<file path="src/rtl/vec_reg_port_arbiter.sv">
// vec_reg_port_arbiter
//   Shares one vector register port between NUM_REQ burst requesters.
//   In IDLE a round-robin search picks the next requester and latches its
//   burst description. BURST then issues one element per unstalled cycle
//   until the whole burst is out, after which the block returns to IDLE.
//
// Handshake: a requester raises req_vld and holds it, together with its
// command, until it sees its done pulse. gnt marks every cycle in which one
// of its elements is issued. req_wdata must be valid whenever gnt is high.
// Read data comes back on rsp_vld/rsp_data one cycle after each read issue.
//
// Ports
//   clk, reset      clock, asynchronous active-high reset
//   req_vld         per-requester burst request (held until done)
//   req_write       per-requester direction, 1 = write
//   req_reg         per-requester target vector register
//   req_len         per-requester burst length, 0 means 2^ADDR_W
//   req_wdata       per-requester write element
//   port_stall      register port busy, no issue this cycle
//   port_rdata      register file read data (one cycle after read issue)
//   gnt, done       per-requester issue strobe and last-element pulse
//   port_*          element command to the register port
//   rsp_vld         per-requester read response strobe
//   rsp_data        read response data
//   state_dbg       current FSM state (0 = IDLE, 1 = BURST)
module vec_reg_port_arbiter #(
    parameter int NUM_REQ   = 4,
    parameter int REG_SEL_W = 6,
    parameter int ADDR_W    = 6,
    parameter int DATA_W    = 64
) (
    input  logic                                clk,
    input  logic                                reset,
    input  logic [NUM_REQ-1:0]                  req_vld,
    input  logic [NUM_REQ-1:0]                  req_write,
    input  logic [NUM_REQ-1:0][REG_SEL_W-1:0]   req_reg,
    input  logic [NUM_REQ-1:0][ADDR_W-1:0]      req_len,
    input  logic [NUM_REQ-1:0][DATA_W-1:0]      req_wdata,
    input  logic                                port_stall,
    input  logic [DATA_W-1:0]                   port_rdata,
    output logic [NUM_REQ-1:0]                  gnt,
    output logic [NUM_REQ-1:0]                  done,
    output logic                                port_vld,
    output logic                                port_write,
    output logic [REG_SEL_W-1:0]                port_reg,
    output logic [ADDR_W-1:0]                   port_addr,
    output logic [DATA_W-1:0]                   port_wdata,
    output logic [NUM_REQ-1:0]                  rsp_vld,
    output logic [DATA_W-1:0]                   rsp_data,
    output logic                                state_dbg
);

    localparam int PTR_W = (NUM_REQ > 1) ? $clog2(NUM_REQ) : 1;
    localparam logic [ADDR_W:0] LEN_ONE = (ADDR_W+1)'(1);

    typedef enum logic {IDLE = 1'b0, BURST = 1'b1} state_t;

    state_t                 state, state_nxt;
    logic [PTR_W-1:0]       rr_ptr;
    logic [PTR_W-1:0]       owner;
    logic                   wr_lat;
    logic [REG_SEL_W-1:0]   reg_lat;
    logic [ADDR_W:0]        len_lat;     // one extra bit so length 0 can mean 2^ADDR_W
    logic [ADDR_W-1:0]      elem_cnt;
    logic                   rsp_pend;
    logic [PTR_W-1:0]       rsp_owner;

    logic                   sel_found;
    logic [PTR_W-1:0]       sel_id;
    logic                   issue;
    logic                   last;

    // Round-robin search: first requester at or after rr_ptr, wrapping.
    always_comb begin
        int idx;
        idx       = 0;
        sel_found = 1'b0;
        sel_id    = '0;
        for (int i = 0; i < NUM_REQ; i++) begin
            idx = int'(rr_ptr) + i;
            if (idx >= NUM_REQ) idx = idx - NUM_REQ;
            if (!sel_found && req_vld[idx]) begin
                sel_found = 1'b1;
                sel_id    = PTR_W'(idx);
            end
        end
    end

    assign issue = (state == BURST) && !port_stall;
    // Compare at ADDR_W+1 bits so the 2^ADDR_W-element burst ends at index 2^ADDR_W-1.
    assign last  = ({1'b0, elem_cnt} == (len_lat - LEN_ONE));

    always_comb begin
        state_nxt = state;
        case (state)
            IDLE:    if (sel_found) state_nxt = BURST;
            BURST:   if (issue && last) state_nxt = IDLE;
            default: state_nxt = IDLE;
        endcase
    end

    always_ff @(posedge clk or posedge reset) begin
        if (reset) begin
            state     <= IDLE;
            rr_ptr    <= '0;
            owner     <= '0;
            wr_lat    <= 1'b0;
            reg_lat   <= '0;
            len_lat   <= '0;
            elem_cnt  <= '0;
            rsp_pend  <= 1'b0;
            rsp_owner <= '0;
        end else begin
            state     <= state_nxt;
            rsp_pend  <= issue && !wr_lat;
            rsp_owner <= owner;
            if (state == IDLE && sel_found) begin
                owner    <= sel_id;
                wr_lat   <= req_write[sel_id];
                reg_lat  <= req_reg[sel_id];
                len_lat  <= (req_len[sel_id] == '0) ? {1'b1, {ADDR_W{1'b0}}}
                                                    : {1'b0, req_len[sel_id]};
                elem_cnt <= '0;
            end
            if (issue) begin
                elem_cnt <= elem_cnt + ADDR_W'(1);
                if (last) begin
                    rr_ptr <= (owner == PTR_W'(NUM_REQ - 1)) ? '0 : owner + PTR_W'(1);
                end
            end
        end
    end

    // Command fields are zeroed when nothing issues so reset shows an all-zero port.
    always_comb begin
        gnt        = '0;
        done       = '0;
        rsp_vld    = '0;
        port_vld   = issue;
        port_write = issue && wr_lat;
        port_reg   = issue ? reg_lat : '0;
        port_addr  = issue ? elem_cnt : '0;
        if (issue) begin
            gnt[owner] = 1'b1;
            if (last) done[owner] = 1'b1;
        end
        if (rsp_pend) rsp_vld[rsp_owner] = 1'b1;
        rsp_data   = rsp_pend ? port_rdata : '0;
    end

    assign port_wdata = req_wdata[owner];
    assign state_dbg  = (state == BURST);

endmodule

</file>
<file path="config.mk">
export PLATFORM = sky130hd
export DESIGN_NAME = vec_reg_port_arbiter
export DESIGN_NICKNAME = d
export VERILOG_FILES = /design/src/rtl/vec_reg_port_arbiter.sv
export SDC_FILE = /design/constraint.sdc
export NUM_CORES = 1
export LEC_CHECK = 0
export ABC_AREA = 1
export BUFFER_PORTS_ARGS = -buffer_cell sky130_fd_sc_hd__buf_4
export CAP_MARGIN = 10
export CORE_AREA = 2 2 206 208
export DETAILED_ROUTE_END_ITERATION = 7
export DIE_AREA = 0 0 208 210
export GPL_TIMING_DRIVEN = 0
export PLACE_DENSITY = 0.37
export SLEW_MARGIN = 10
export SYNTH_ARGS = -nofsm -noshare
export SYNTH_HDL_FRONTEND = slang
export SYNTH_SLANG_ARGS = --single-unit
</file>
<file path="constraint.sdc">
create_clock -name clk -period 4.2 [get_ports clk]
set_input_delay 0.84 -clock clk [delete_from_list [all_inputs] [get_ports clk]]
set_output_delay 0.84 -clock clk [all_outputs]
set_load 0.005 [all_outputs]
</file>
Yosys cells after proc, flatten, opt, wreduce, memory -nomap -nowiden
Cells that the tools add are included.

Order comparisons: 13. Bitwise operators: 1. Equal/unequal tests: 2. Mux-type cells: 50. Add/subtract/negate cells: 10. Reductions and logical operators: 18.

Operators with widths (number): binary-select mux 64 bit (select 2 bit) (1); < comparator 32 x 4 -> 1 bit, second input constant (4); two-way mux 32 bit (4); two-way mux 64 bit (2); two-way mux 6 bit (6); binary-select mux 6 bit (select 2 bit) (2); two-way mux 1 bit (17); two-way mux 4 bit (4); subtractor 3 x 3 -> 4 bit, second input constant (3); binary-select mux 1 bit (select 2 bit) (5); logical AND 1 bit (10); two-way mux 2 bit (5); greater-or-equal comparator 3 bit, second input constant (3); < comparator 2 x 3 -> 1 bit, second input constant (3); equality test 6 x 7 -> 1 bit (1); two-way mux 7 bit (1); subtractor 7 x 1 -> 7 bit, second input constant (1); adder 2 x 2 -> 3 bit, second input constant (2); adder 6 x 1 -> 6 bit, second input constant (1); zero test 6 bit (1); zero test 1 bit (5); demux 1 bit (select 2 bit) (2); greater-or-equal comparator 2 x 1 -> 1 bit, second input constant (2); subtractor 2 x 3 -> 4 bit, second input constant (1); 8 further kinds (8).

Output and inout port bits: 155. Input port bits: 379. Register bits after elaboration: 28.

Depth between registers and ports, before layout
Gate-level depths: netlist of the first run.

Depth in word-level cells: 19. Gate-level depth with buffers: 17. Mapped depth without buffers: 16.

Least setup slack after synthesis of the first run
Ideal clock, no wire load.

Path kind: input port to output port. Start: in port_stall. End: out done[0]. Buffers on the path: 0. Slack: 1499 ps. Cell stages on the path: 7. Required time: 3360 ps. Arrival time: 1861 ps. Cells stage by stage: nor2_2 inv_1 a21oi_1 o21ai_0 nor4_1 nand3_1 nor2_1.

Word-level cells in the longest chain between the ends: 3.

Ends and longest elaborated chain: start: declaration (RTL line 39) `input logic port_stall,`; zero test 1 bit (RTL line 89) `assign issue = (state == BURST) && !port_stall;`; logical AND 1 bit (RTL line 89); two-way mux 4 bit (RTL line 143) `if (issue) begin`; end: declaration (RTL line 42) `output logic [NUM_REQ-1:0] done,`.

Every way passes these cells.

Final worst setup path of the first run
Start: reg owner[0]. End: out gnt[0].

Word-level cells in the longest chain between the ends: 5. Elaborated cells between the ends (all ways): 6. Classes of those cells: order compare (2); mux (3); reduce/logical (1).

Ends and longest elaborated chain: start: declaration (RTL line 60) `logic [PTR_W-1:0] owner;`; start signal: assignment (RTL line 118) `owner <= sel_id;`; < comparator 2 x 3 -> 1 bit (implied by the code) / greater-or-equal comparator 2 x 1 -> 1 bit (equally long branches) (RTL line 144) `gnt[owner] = 1'b1;`; logical AND 1 bit (implied by the code) (RTL line 144); two-way mux 1 bit (implied by the code) (RTL line 144); demux 1 bit (select 2 bit) * (RTL line 144); two-way mux 4 bit * (RTL line 143); end: declaration (RTL line 41) `output logic [NUM_REQ-1:0] gnt,`.

Mark *: on every way between the ends. The rest lies on a longest branch, timed or not.

==> results of run 1 <==
state kept, by name, indices dropped and copies added (netlist names):
name	cells
rsp_owner	2
rr_ptr	2
len_lat	7
elem_cnt	6
wr_lat	1
rsp_pend	1
reg_lat	6
state_dbg	1
owner	2
cells by family (layout without fill, tap and decap cells):
kind of cell             Yosys count  in the layout  share of synthesized area, %
AND/OR/NAND/NOR                  366            366                         34.29
AO/OA/AOI/OAI                    243            243                         30.65
buffers and inverters            181            719                         16.25
flip-flops                        28             28                         15.91
adder cells (fa/ha/maj)            6              6                         1.705
XOR/XNOR                           6              6                         1.193
other                              0              9                             0
layout by cell type (no fill, tap or decap), types with 11 or more instances in the layout:
cell | synthesis | routed
dfrtp_1 | 28 | 28
nand3_1 | 21 | 21
inv_1 | 113 | 113
clkbuf_1 | 50 | 49
nor2_1 | 170 | 170
nand4_1 | 11 | 11
buf_4 | 2 | 535
o21ai_0 | 151 | 151
o22ai_1 | 67 | 67
nand2_1 | 138 | 138
what timing repair did:
action / CTS / global route
gates resized for setup: 0 / 2
endpoints found under the hold margin: 0 / 0
hold buffers: 0 / 0
endpoints found under the setup margin: 0 / 1
final timing paths:
path	from	end	slack, ns	cells after the start
max	owner[0]	gnt[0]	0.35	8
max reg2reg	owner[0]	rr_ptr[1]	1.45	7
min in group asynchronous	reset	owner[0]	0.69	2
min reg2reg	wr_lat	rsp_pend	0.47	1
min	wr_lat	rsp_pend	0.47	1
max in group asynchronous	reset	reg_lat[2]	3.00	3
report_power, final:
| group | switching (mW) | leakage, nW | total [mW] | internal, mW |
|---|---|---|---|---|
| logic | 2.52 | 4.66 | 4.32 | 1.80 |
| registers | 0.122 | 0.342 | 0.509 | 0.386 |
| clock network | 0.109 | 0.0512 | 0.300 | 0.191 |
layer usage:
metal  track usage [%]  vias up
met4             4.598        0
met1             17.17     3522
met5                 0        -
met2             27.43      331
met3             3.456       27
li1                  -     3802
metrics by stage:
step / hold WS, ns / area [µm²] / power (mW) / instances / worst slack, ns
2_1_floorplan: 0.4179 / 4404 / 2.685 / 830 / 1.499
3_3_place_gp: 0.4545 / 9080 / 4.916 / 1902 / 0.3675
3_5_place_dp: 0.4611 / 9107 / 4.900 / 1903 / 0.3284
4_1_cts: 0.4715 / 9213 / 5.226 / 1907 / 0.01250
5_1_grt: 0.4948 / 9234 / 5.655 / 1915 / 0.02108
6_report: 0.4665 / 9236 / 5.126 / 1916 / 0.3516
cell type report:
cell class | count | area share (%)
inverters | 120 | 4.877
clock inverters | 1 | 0.3251
well taps | 539 | 7.302
plain buffers | 61 | 2.885
multi-input cells | 621 | 32.35
flip-flops and latches | 28 | 7.586
repair buffers | 534 | 43.62
diodes | 9 | 0.2438
clock buffers | 3 | 0.8128
==> run summary, run 1 <==
Status: completed
Avg Vias per Cell: 4.009
GPL Wtd Cong: 0.8731
Skew-Pair Late Insertion Delay: 0.28 ns
Vias in the first global route: 8,014
CP Cell Sequence: clkbuf_1 -> inv_1 -> clkbuf_1 -> clkbuf_1 -> ha_1 -> inv_1 -> nor2_1 -> buf_4
Setup Fix Bufs, Post-CTS: 0
Worst setup EP type: output pin
Dominant cells by area after synthesis: o21ai_0 17%, dfrtp_1 16%, nor2_1 14%
Count leader, synth: nor2_1
Total grt overflow: 0
Leakage power: 5.049 nW
Max-slew headroom: 50.55%
Peak Freq: 0.2598 GHz
Clk slew on worst S/H paths: 0.08 ns
Period minus WS final: 3.848 ns
Critical path's slowest cell: dfrtp_1
Largest net degree at the start of global routing: 17
H-tree depth: 1
Post-synthesis sequential area ratio: 15.91%
Syn_area_per_cell: 5.306 µm²
Mapped Cells: 830
Met3 routed WL: 2263 µm
Die area: 43,680 µm²
Root Buffer Master: clkbuf_16
Max layer used: met4
Clock Path Buffers: 2
Area Overhead vs Synth: 109.7%
RSZ-0062 raised after global routing: no
Nets: 1,754
Pwr dens: 555.0 nW/µm²
Number of cell rows: 75
Part of the cycle the worst path needs: 91.63%
Setup Crit Path Kind: flop to output pin
Buffers on Ports: 533
Top cell type by total area after synthesis: o21ai_0
CP max FO: 11
Die width: 208 µm
Drt total wl: 35,230 µm
Worst Skew: 0.008112 ns
Pins Over Slew Limit: 0
Initial antenna violation count: 9
Drt first pass iters: 5
Wire per inst: 18.39 µm
Required time worst endpoint: 3.36 ns
WP buf/inv: 6
Global-route wire length before repair: 50,030 µm
Top post-synthesis cells by count: 170 x nor2_1, 151 x o21ai_0, 138 x nand2_1
Die H: 210 µm
All-Layer GR Usage: 14.96%
Hold Crit Class: flop to flop
Max incr delay on CP: 0.56 ns
Routed Antenna Nets: 0
Synth warnings: 0
Final setup viols: 0
CORE AREA: 41,480 µm²
CTS Sinks: 28
VDD IR max: 0.1878 mV
Library cells used by synthesis: 34
Vias: 7,682
Synthesized net count: 1,215
Seq cells post-synth: 28
Met1 Routed Length: 13,930 µm
Post-synth ARST share: 100.0%
Worst setup SP type: flop
Post-synth EDFFs: 0
IO Pins: 534
Footprint of the multi-input gates: 2988 µm²
Post-Syn Area: 4404 µm²
# fillers: 4,864
Area share of the leading cell type in the synthesized netlist: 17.16%
CTS Buf Count: 3
Ys flop type: dfrtp_1
Worst-Margin Slew: 0.7418 ns
TritonCTS clock tree: yes
DR WL met2: 18,290 µm
Final Hold Viols: 0
Post-DP HPWL: 30,210 µm
Final core utilization: 22.27%
Max-Cap Viols: 0
Share of cells above drive strength 1: 41.45%
CP most frequent cell: clkbuf_1
Register area: 700.7 µm²
Cell family with most CP delay: buffers and inverters
Setup_tns: 0 ns
Detailed Route Iter0 Violations: 392
Initial core utilization: 10.62%
DRC viols: 0
Critical path data arrival time: 3.01 ns
Note: power is estimated with default switching activity, not from simulation.
==> run 2, diff against run 1 <==
--- a/config.mk
+++ b/config.mk
@@ -8,12 +8,12 @@
 export ABC_AREA = 1
 export BUFFER_PORTS_ARGS = -buffer_cell sky130_fd_sc_hd__buf_4
 export CAP_MARGIN = 10
-export CORE_AREA = 2 2 206 208
+export CORE_AREA = 2 2 209 211
+export CTS_CLUSTER_SIZE = 24
 export DETAILED_ROUTE_END_ITERATION = 7
-export DIE_AREA = 0 0 208 210
+export DIE_AREA = 0 0 211 213
 export GPL_TIMING_DRIVEN = 0
-export PLACE_DENSITY = 0.37
-export SLEW_MARGIN = 10
+export PLACE_DENSITY = 0.36
 export SYNTH_ARGS = -nofsm -noshare
 export SYNTH_HDL_FRONTEND = slang
 export SYNTH_SLANG_ARGS = --single-unit
==> constraint.sdc (replaced) <==
create_clock -name clk -period 3.6 [get_ports clk]
set_input_delay 0.72 -clock clk [delete_from_list [all_inputs] [get_ports clk]]
set_output_delay 0.72 -clock clk [all_outputs]
set_load 0.005 [all_outputs]
==> run 2 against run 1 <==
- global-route usage down 0.53 points
- critical path type unchanged
- routed wire length down 0.41%
- critical endpoint is now port_wdata[3]
- first-iteration DRC count down 11%
- highest routed layer unchanged
- worst setup slack worse by 0.055 ns
- sequential share of layout area hardly changed
- non-clock buffer count did not move
- sequential cell count is the same
- clock-buffer cell count did not move
- clock power up 13%
- total power is 16% higher
- sequential power grew 17%
==> run summary, run 2 (synthesized netlist as in run 1, its figures left out) <==
Met1 Routed Length: 13,640 µm (was 13,930 µm)
IO Pins: 534 (unchanged)
Setup_tns: 0 ns (unchanged)
Cell area after layout: 9238 µm² (was 9236 µm²)
Largest registers: len_lat x7, elem_cnt x6, reg_lat x6 (unchanged)
Overall Power: 5.965 mW (was 5.126 mW)
Destination of the critical timing path: port_wdata[3] (was gnt[0])
Total grt overflow: 0 (unchanged)
Final Hold Viols: 0 (unchanged)
CTS Sinks: 28 (unchanged)
Most frequent cells in the layout: 535 x buf_4, 170 x nor2_1, 151 x o21ai_0 (unchanged)
VDD IR max: 0.2270 mV (was 0.1878 mV)
Drt total wl: 35,080 µm (was 35,230 µm)
Die H: 213 µm (was 210 µm)
P_int: 2.777 mW (was 2.375 mW)
Clk slew on worst S/H paths: 0.07 ns (was 0.08 ns)
Placement Cell Area: 9089 µm² (was 9107 µm²)
Vias in the first global route: 7,816 (was 8,014)
CTS Buf Count: 3 (unchanged)
Max reg flops: 7 (unchanged)
Initial antenna violation count: 3 (was 9)
Peak Freq: 0.3027 GHz
Power share of the sequential group: 10.0% (was 9.9%)
All-Layer GR Usage: 14.43% (was 14.96%)
Flop2flop setup slack: 1.24 ns (was 1.45 ns)
Worst setup SP type: flop (unchanged)
Worst Skew: 0.002108 ns (was 0.008112 ns)
Buffers on Ports: 533 (unchanged)
Leakage power: 5.062 nW (was 5.049 nW)
RR Startpoint: owner[0] (unchanged)
Avg Vias per Cell: 3.974 (was 4.009)
Setup Crit Path Kind: flop to output pin (unchanged)
Post-CTS Hold Buffers: 0 (unchanged)
TritonCTS clock tree: yes (unchanged)
Hold Crit Class: input pin to async pin (was flop to flop)
DRC viols: 0 (unchanged)
H-tree depth: 1 (unchanged)
Status: completed (unchanged)
Max incr delay on CP: 0.51 ns (was 0.56 ns)
Drt first pass iters: 5 (unchanged)
Pwr dens: 645.7 nW/µm² (was 555.0 nW/µm²)
Share of cells above drive strength 1: 41.89% (was 41.45%)
Footprint of the multi-input gates: 2988 µm² (unchanged)
Pins Over Slew Limit: 0 (unchanged)
DR WL met2: 18,480 µm (was 18,290 µm)
CORE AREA: 42,700 µm² (was 41,480 µm²)
Final setup viols: 0 (unchanged)
Part of the cycle the worst path needs: 91.77%
CP max FO: 10 (was 11)
Clock network power share: 5.7% (was 5.8%)
Max-Cap Viols: 0 (unchanged)
Commonest non-fill, non-tap cell in the layout: buf_4 (unchanged)
Die area: 44,940 µm² (was 43,680 µm²)
Area Overhead vs Synth: 109.7% (about the same)
Number of cell rows: 76 (was 75)
Reg2reg path depth: 7 (unchanged)
RR Endpoint: rr_ptr[1] (unchanged)
Critical path's slowest cell: dfrtp_2 (was dfrtp_1)
Met3 routed WL: 2206 µm (was 2263 µm)
Most flop-heavy register: len_lat (unchanged)
Initial core utilization: 10.32% (was 10.62%)
Period minus WS final: 3.304 ns
Worst-Margin Slew: 0.7350 ns (was 0.7418 ns)
CP Cell Sequence: clkbuf_2 -> inv_1 -> clkbuf_2 -> buf_1 -> nor2_1 -> o22ai_1 -> buf_4 (was clkbuf_1 -> inv_1 -> clkbuf_1 -> clkbuf_1 -> ha_1 -> inv_1 -> nor2_1 -> buf_4)
Setup Fix Bufs, Post-CTS: 0 (unchanged)
Skew-Pair Late Insertion Delay: 0.27 ns (was 0.28 ns)
Register area: 701.9 µm² (was 700.7 µm²)
Post-DP HPWL: 30,160 µm (was 30,210 µm)
# fillers: 4,989 (was 4,864)
Routed Antenna Nets: 0 (unchanged)
CP most frequent cell: clkbuf_2 (was clkbuf_1)
Clock Path Buffers: 2 (unchanged)
Max layer used: met4 (unchanged)
Largest net degree at the start of global routing: 29 (was 17)
Global-route wire length before repair: 49,070 µm (was 50,030 µm)
Required time worst endpoint: 2.88 ns (was 3.36 ns)
GPL Wtd Cong: 0.8691 (was 0.8731)
Vias: 7,619 (was 7,682)
Worst setup EP type: output pin (unchanged)
Net Sw Power: 3.189 mW (was 2.751 mW)
Nets: 1,754 (unchanged)
Gate power share: 84.3% (was 84.2%)
Worst setup startpoint: owner[0] (unchanged)
Wire per inst: 18.30 µm (was 18.39 µm)
Max-slew headroom: 51.00% (was 50.55%)
Die width: 211 µm (was 208 µm)
Switching share of power: 53.45% (was 53.67%)
Detailed Route Iter0 Violations: 350 (was 392)
Critical path data arrival time: 2.58 ns (was 3.01 ns)
RSZ-0062 raised after global routing: no (unchanged)
Root Buffer Master: clkbuf_16 (unchanged)
==> run 2: area by class of cell <==
type,instances,area share [%]
clock buffer,3,0.8127
antenna,3,0.08127
buffer,61,2.953
multi-input combinational,621,32.34
sequential,28,7.599
clock inverter,1,0.3251
tap,546,7.395
timing repair buffer,534,43.61
inverter,120,4.876
==> run 2: through the flow <==
| stage | hold WS [ns] | worst slack (ns) | cells | util (%) |
|---|---|---|---|---|
| global route | 0.4399 | 0.01371 | 1917 | 21.64 |
| CTS | 0.5011 | 0.007329 | 1913 | 21.55 |
| floorplan | 0.4179 | 1.139 | 830 | - |
| global placement | 0.4715 | -0.03935 | 1909 | 21.29 |
| detailed placement | 0.4822 | -0.09724 | 1909 | 21.29 |
| finish | 0.4154 | 0.2964 | 1917 | 21.64 |
==> run 2: routing by layer <==
layer,up-vias,track usage (%)
li1,3794,-
met1,3458,16.71
met2,337,27.44
met3,30,2.383
met4,0,3.473
met5,-,0
==> run 2: worst min path at each step <==
stage | startpoint | to | cells past startpoint
global route | reset | rsp_pend | 2
detailed placement | len_lat[3] | len_lat[3] | 2
CTS | len_lat[3] | len_lat[3] | 2
finish | reset | rsp_pend | 2
global placement | len_lat[3] | len_lat[3] | 2
floorplan | owner[1] | rsp_owner[1] | 0
==> run 2: power groups by stage <==
stage	registers, mW	logic, mW	clock network [mW]
global placement	0.616	5.13	0
CTS	0.612	5.14	0.352
floorplan	0.538	2.59	0
detailed placement	0.618	5.11	0
global route	0.625	5.62	0.362
finish	0.596	5.03	0.340
==> run 2: timing repair <==
action / CTS / global route
gates resized for setup: 5 / 4
hold endpoints to repair: 0 / 0
cloned: 0 / 0
setup endpoints to repair: 68 / 12
==> run 2: critical path: cells and delay by family (launching register included) <==
kind / cells / cell delay [ns]
AOI/OAI and AO/OA: 1 / 0.31
buffers and inverters: 5 / 1.40
DFF: 1 / 0.51
and+or+nand+nor: 1 / 0.08
